$ cat config.mk
export PLATFORM = sky130hd
export DESIGN_NAME = rr_mux_arb
export DESIGN_NICKNAME = d
export VERILOG_FILES = /design/src/rtl/mux_pkg.sv /design/src/rtl/rr_arbiter.sv /design/src/rtl/rr_mux_arb.sv
export SDC_FILE = /design/constraint.sdc
export NUM_CORES = 1
export LEC_CHECK = 0
export BUFFER_PORTS_ARGS = -buffer_cell sky130_fd_sc_hd__buf_2
export CORE_UTILIZATION = 35
export DETAILED_ROUTE_END_ITERATION = 10
export MAX_ROUTING_LAYER = met4
export SLEW_MARGIN = 20
export SYNTH_ARGS = -nofsm -noshare
export SYNTH_HDL_FRONTEND = slang
export SYNTH_SLANG_ARGS = --single-unit
$ cat constraint.sdc
create_clock -name clk -period 5.6 [get_ports clk]
set_input_delay 0.56 -clock clk [delete_from_list [all_inputs] [get_ports clk]]
set_output_delay 0.56 -clock clk [all_outputs]
set_load 0.01 [all_outputs]
$ cat src/rtl/mux_pkg.sv
// Shared types and helpers for the arbitrated N:1 mux and its arbiter.
package mux_pkg;

  typedef enum logic {
    ARB_FIXED = 1'b0,
    ARB_RR    = 1'b1
  } arb_mode_e;

  function automatic int sel_width(input int n);
    return (n <= 1) ? 1 : $clog2(n);
  endfunction

endpackage

$ cat src/rtl/rr_arbiter.sv
// One-hot arbiter with round-robin or fixed priority; owns the rotation pointer.
module rr_arbiter
  import mux_pkg::*;
#(
  parameter int        N    = 4,
  parameter arb_mode_e MODE = ARB_RR,
  localparam int       SELW = sel_width(N)
) (
  input  logic            clk,
  input  logic            reset,
  input  logic [N-1:0]    req,
  input  logic            advance,
  output logic [N-1:0]    grant,
  output logic [SELW-1:0] grant_idx
);

  localparam logic [SELW-1:0] IDX_ONE  = SELW'(1);
  localparam logic [SELW-1:0] IDX_LAST = SELW'(N - 1);

  logic [SELW-1:0] ptr;
  logic [SELW-1:0] start;
  logic            found;
  logic            hit;
  int              cand;

  assign start = (MODE == ARB_RR) ? ptr : {SELW{1'b0}};

  // Scan start, start+1, ... with wrap; the first requester found wins.
  always_comb begin
    grant     = {N{1'b0}};
    grant_idx = {SELW{1'b0}};
    found     = 1'b0;
    hit       = 1'b0;
    cand      = 0;
    for (int k = 0; k < N; k++) begin
      cand       = int'(start) + k;
      cand       = (cand >= N) ? cand - N : cand;
      hit        = !found && req[cand];
      grant[cand] = hit;
      grant_idx  = hit ? cand[SELW-1:0] : grant_idx;
      found      = found || hit;
    end
  end

  // Pointer moves just past the winner on every accepted transfer.
  always_ff @(posedge clk) begin
    if (reset) begin
      ptr <= {SELW{1'b0}};
    end else if ((MODE == ARB_RR) && advance) begin
      ptr <= (grant_idx == IDX_LAST) ? {SELW{1'b0}} : grant_idx + IDX_ONE;
    end else begin
      ptr <= ptr;
    end
  end

endmodule

$ cat src/rtl/rr_mux_arb.sv
// Arbitrated N:1 mux with valid/ready inputs and a registered valid/ready output stage.
module rr_mux_arb
  import mux_pkg::*;
#(
  parameter int        WIDTH = 8,
  parameter int        N     = 4,
  parameter arb_mode_e MODE  = ARB_RR,
  localparam int       SELW  = sel_width(N)
) (
  input  logic               clk,
  input  logic               reset,
  input  logic [N-1:0]       in_valid,
  input  logic [N*WIDTH-1:0] in_data,
  output logic [N-1:0]       in_ready,
  output logic               out_valid,
  output logic [WIDTH-1:0]   out_data,
  output logic [SELW-1:0]    out_sel,
  input  logic               out_ready
);

  logic             load;
  logic             take;
  logic [N-1:0]     grant;
  logic [SELW-1:0]  grant_idx;
  logic [WIDTH-1:0] sel_data;

  // The register can accept a new word whenever it is empty or being drained.
  assign load     = !out_valid || out_ready;
  assign take     = load && !reset && (|grant);
  assign in_ready = (load && !reset) ? grant : {N{1'b0}};

  rr_arbiter #(
    .N    (N),
    .MODE (MODE)
  ) u_arb (
    .clk       (clk),
    .reset     (reset),
    .req       (in_valid),
    .advance   (take),
    .grant     (grant),
    .grant_idx (grant_idx)
  );

  // AND-OR data mux driven by the one-hot grant.
  always_comb begin
    sel_data = {WIDTH{1'b0}};
    for (int i = 0; i < N; i++) begin
      sel_data = sel_data | (in_data[i*WIDTH +: WIDTH] & {WIDTH{grant[i]}});
    end
  end

  // Output register: load on transfer, empty when loadable with nothing granted.
  always_ff @(posedge clk) begin
    if (reset) begin
      out_valid <= 1'b0;
      out_data  <= {WIDTH{1'b0}};
      out_sel   <= {SELW{1'b0}};
    end else if (take) begin
      out_valid <= 1'b1;
      out_data  <= sel_data;
      out_sel   <= grant_idx;
    end else if (load) begin
      out_valid <= 1'b0;
      out_data  <= out_data;
      out_sel   <= out_sel;
    end else begin
      out_valid <= out_valid;
      out_data  <= out_data;
      out_sel   <= out_sel;
    end
  end

endmodule

# Word level (Yosys, flattened, before mapping)
# Index checks and enable logic that the tools add are counted.
# totals
out_inout_bits,15
elab_cells,87
inputBits,39
reg_bits,13
# op_classes
bitwise_logic,8
n_lt_le_gt_ge,12
reduce_logical,19
n_eq_ne,1
muxes,35
n_addsub,8
# op_table
operator,n
$ge 32x1->1 const B,4
$lt 32x4->1 const B,4
$mux 32,4
$ge 32x4->1 const B,3
$sub 32x4->32 const B,3
$and 8x8->8,4
$or 8x8->8,3
$mux 1,14
$bwmux 4,3
$mux 2,5
$logic_and 1x1->1,9
$bmux 1 s2,4
$demux 1 s2,4
$add 2x2->3 const B,2
$logic_not 1->1,5
$and 4x4->4,1
$mux 4,1
$reduce_or 4->1,1
$sub 2x3->4 const B,1
$add 2x1->3 const B,1
$ge 2x3->1 const B,1
$logic_or 1x1->1,3
$add 2x1->2 const B,1
$eq 2x2->1 const B,1
$reduce_bool 2->1,1

# Depth between registers and ports, before layout
# depth
word_depth,18
depth_mapped,12
mapped_depth_nobuf,9

# Hierarchy
# From an unflattened synthesis, not the netlist that was laid out.
# unflattened
cells_unflattened,136
hier_area_um2,1265.0
# by_module_without_submodules
mod,cells_each,area_each_um2,seq_area_each_um2,n_inst
rr_mux_arb,66,634.4,220.2,1
rr_arbiter,70,630.6,40.0,1

# Worst setup path before layout
# No wires, ideal clock.
# synth_timing
kind,register -> output
start,register with a tool-made name
end,output port in_ready[0]
required_time_ns,5.040
arrival_ns,2.589
path_buffers,2
setup_slack_ns,2.451
stages_incl_launch_ff,10
path_cell_list,dfxtp_1 -> buf_6 -> inv_1 -> ha_1 -> or3b_2 -> a2111o_1 -> nand3_1 -> o211a_1 -> clkbuf_1 -> and2_1
# synth_rtl
element,line_no,source
to (decl),rr_mux_arb.sv:14,"output logic [N-1:0] in_ready,"

==> run_results.csv <==
group,metric,value,unit
status,status,"finished, final reports clean",
clock_tree,cts_max_level,1,
sta,min_period_over_period,0.722,
sta,relSlewSlack,0.591,
routing,vias,1301,
logic_synthesis,synth_cell_types,39,
logic_synthesis,synthMostInstantiatedCell,"dfxtp_1",
sta,finalMaxSlewViolations,0,
sta,hold_violations,0,
worst_setup_path,critPathArrivalTime,3.49,ns
final_layout,final_nets,239,
clock_tree,cts_resized,0,
sta,tns,0,ns
clock_tree,postCtsHoldBufs,0,
worst_setup_path,crit_chain,"inv_1 > ha_1 > or3b_2 > a2111o_1 > nand3_1 > and3_1 > and2_1 > buf_2",
logic_synthesis,synth_area,1280,um^2
global_routing,grt_overflow,0,
final_layout,drive_gt1_frac,0.372,
logic_synthesis,postSynthAreaPerCell,8.74,um^2
sta,rsz0062_at_grt,"no",
placed_design,dp_hpwl,2650,um
worst_setup_path,worst_setup_path_end_kind,"primary output",
final_layout,fin_util,0.458,
power_and_ir_drop,p_switching,0.444,mW
placed_design,io_buffers,53,
final_layout,seq_area,260,um^2
worst_setup_path,crit_path_start_kind,"flip-flop",
power_and_ir_drop,switching_share,0.489,
clock_tree,root_buffer,"clkbuf_4",
die,die_h,62.4,um
clock_tree,post-cts-setup-buffer-count,0,
final_layout,area_growth,22.5,%
power_and_ir_drop,clkPwrFrac,0.060,
global_routing,grt_max_degree,23,
routing,wl_per_cell,14.1,um
final_layout,fillCellCount,338,
worst_setup_path,crit_buf_inv,2,
power_and_ir_drop,p_leak,0.722,nW
sta,whs,0.475,ns
final_layout,diodes,0,
clock_tree,clk_pin_slew_worst_paths,0.08,ns
clock_tree,clk_latency,0.27,ns
clock_tree,cts_max_path_buffers,2,
power_and_ir_drop,p_int,0.465,mW
routing,ant_nets,0,
global_routing,grt_pass1_wl,5290,um
clock_tree,cts_buffers,3,
logic_synthesis,syn_nets,193,
die,die_x,62.4,um
global_routing,antenna_found_initial,0,
logic_synthesis,ys_seq_elements,13,
logic_synthesis,ys_seq_area_frac,0.204,
hold_path,hp-class,"reg -> reg",
global_routing,grt_pass1_vias,1187,
worst_setup_path,cp_slowest_cell,"dfxtp_1",
worst_setup_path,r2r_setup_slack,1.65,ns
power_and_ir_drop,ir_drop,0.000269,V
sta,skew,0.00539,ns
die,initial_core_util,0.374,
logic_synthesis,ys_top_cells_by_count,"dfxtp_1, nor2_1",
sta,final.setup.worst_slack,1.55,ns
routing,drt_iter0_drc,114,
sta,finalSetupViolations,0,
logic_synthesis,ys_async_sr_fraction,0,
power_and_ir_drop,powerDensity,581,nW/um^2
logic_synthesis,synth-warning-count,0,
routing,via_per_inst,5.49,
placed_design,pre_cts_slack,1.69,ns
sta,worst_pin_slew,0.607,ns
logic_synthesis,synthTopCellsByArea,"dfxtp_1, a211oi_2, ha_1",
final_layout,multi_input_area,935,um^2
worst_setup_path,cp_slowest_stage_delay,0.65,ns
logic_synthesis,netlist.area_leader.share,0.204,
routing,wl,3350,um
die,ioPinCount,54,
die,rows,21,
power_and_ir_drop,power,0.909,mW
die,design.core.area,3420,um^2
logic_synthesis,synth_edf_count,0,
worst_setup_path,critPathKind,"reg -> out",
worst_setup_path,worstPathMaxFanout,14,
logic_synthesis,yosysTopAreaCell,"dfxtp_1",
clock_tree,cts_sinks,13,
global_routing,gr-usage-all-layers,0.169,
worst_setup_path,cp_top_family,"simple AND/OR/NAND/NOR gates",
power_and_ir_drop,power_frac_seq,0.201,
logic_synthesis,synth_cells,146,
routing,drc,0,
flow_run,cap_violations,0,
die,die_area,3890,um^2
sta,fmax,247,MHz
logic_synthesis,ys.flop_type,"dfxtp_1",
sta,min_period,4.05,ns
placed_design,place.gp.congestion,0.857,
routing,firstDrtPassIters,4,
worst_setup_path,critPathRequiredTime,5.04,ns
power_and_ir_drop,p_comb_frac,0.739,
clock_tree,tritoncts,"built",
-- cell type report --
class | instances | area share
Clock buffer | 3 | 0.0144
Clock inverter | 1 | 0.00320
Inverter | 3 | 0.00720
Multi-Input combinational cell | 117 | 0.598
Sequential cell | 13 | 0.166
Tap cell | 46 | 0.0368
Timing Repair Buffer | 54 | 0.174
-- metal layers --
metal | vias up | global-route usage | routed length, um
li1 | 646 | - | -
met1 | 621 | 0.223 | 1540
met2 | 30 | 0.280 | 1690
met3 | 4 | 0.0128 | 89
met4 | 0 | 0.0436 | 23
met5 | - | - | 0
-- cells by family after synthesis --
group           Yosys count  share of synthesized area
flops                    13                      0.204
fa+ha+maj                 8                     0.0784
compound gates           52                      0.350
simple gates             50                      0.220
buf+inv                  16                     0.0637
mux                       6                     0.0774
xor+xnor                  1                    0.00686
-- state kept, by name (all words and copies together), names as in the netlist, named ones only --
name       cells
out_sel        2
out_data       8
u_arb.ptr      1
out_valid      1
-- cell usage in the layout, fill, tap and decap left out, drive strengths merged, types with 4 or more instances in the layout --
cell    instances
buf            54
dfxtp          13
nor2           12
a211oi          9
nand2b          8
a22o            8
a221oi          8
ha              8
o21ai           7
nand3           6
a21oi           6
and2            5
nor2b           4
-- through the flow --
step                std cells  instance area (um^2)
floorplan                 146                  1280
global placement          233                  1540
detailed placement        233                  1540
CTS                       237                  1560
global route              237                  1560
finish                    237                  1560
-- final timing paths --
kind / from / to / cells past startpoint
worst min-delay path: out_sel[1]$_SDFFE_PP0P_ / out_sel[1]$_SDFFE_PP0P_ / 2
worst max-delay path: flip-flop / in_ready[2] / 8
worst max register to register: flip-flop / flip-flop / 10
worst min register to register: out_sel[1]$_SDFFE_PP0P_ / out_sel[1]$_SDFFE_PP0P_ / 2
-- tightest hold or removal path: cells and delay by family, from the launching register on --
family           cells  cell delay (ns)
AND/OR/NAND/NOR      1             0.07
flip-flops           1             0.32
AO/OA/AOI/OAI        1             0.05
-- power groups by stage --
stage	registers [mW]	clock network, mW	logic, mW
6_report	0.183	0.0546	0.672
5_1_grt	0.191	0.0616	0.736
4_1_cts	0.183	0.0583	0.671
3_5_place_dp	0.184	0	0.670
3_3_place_gp	0.182	0	0.654
2_1_floorplan	0.192	0	0.520
No activity file was read; power rests on OpenSTA's default activity.
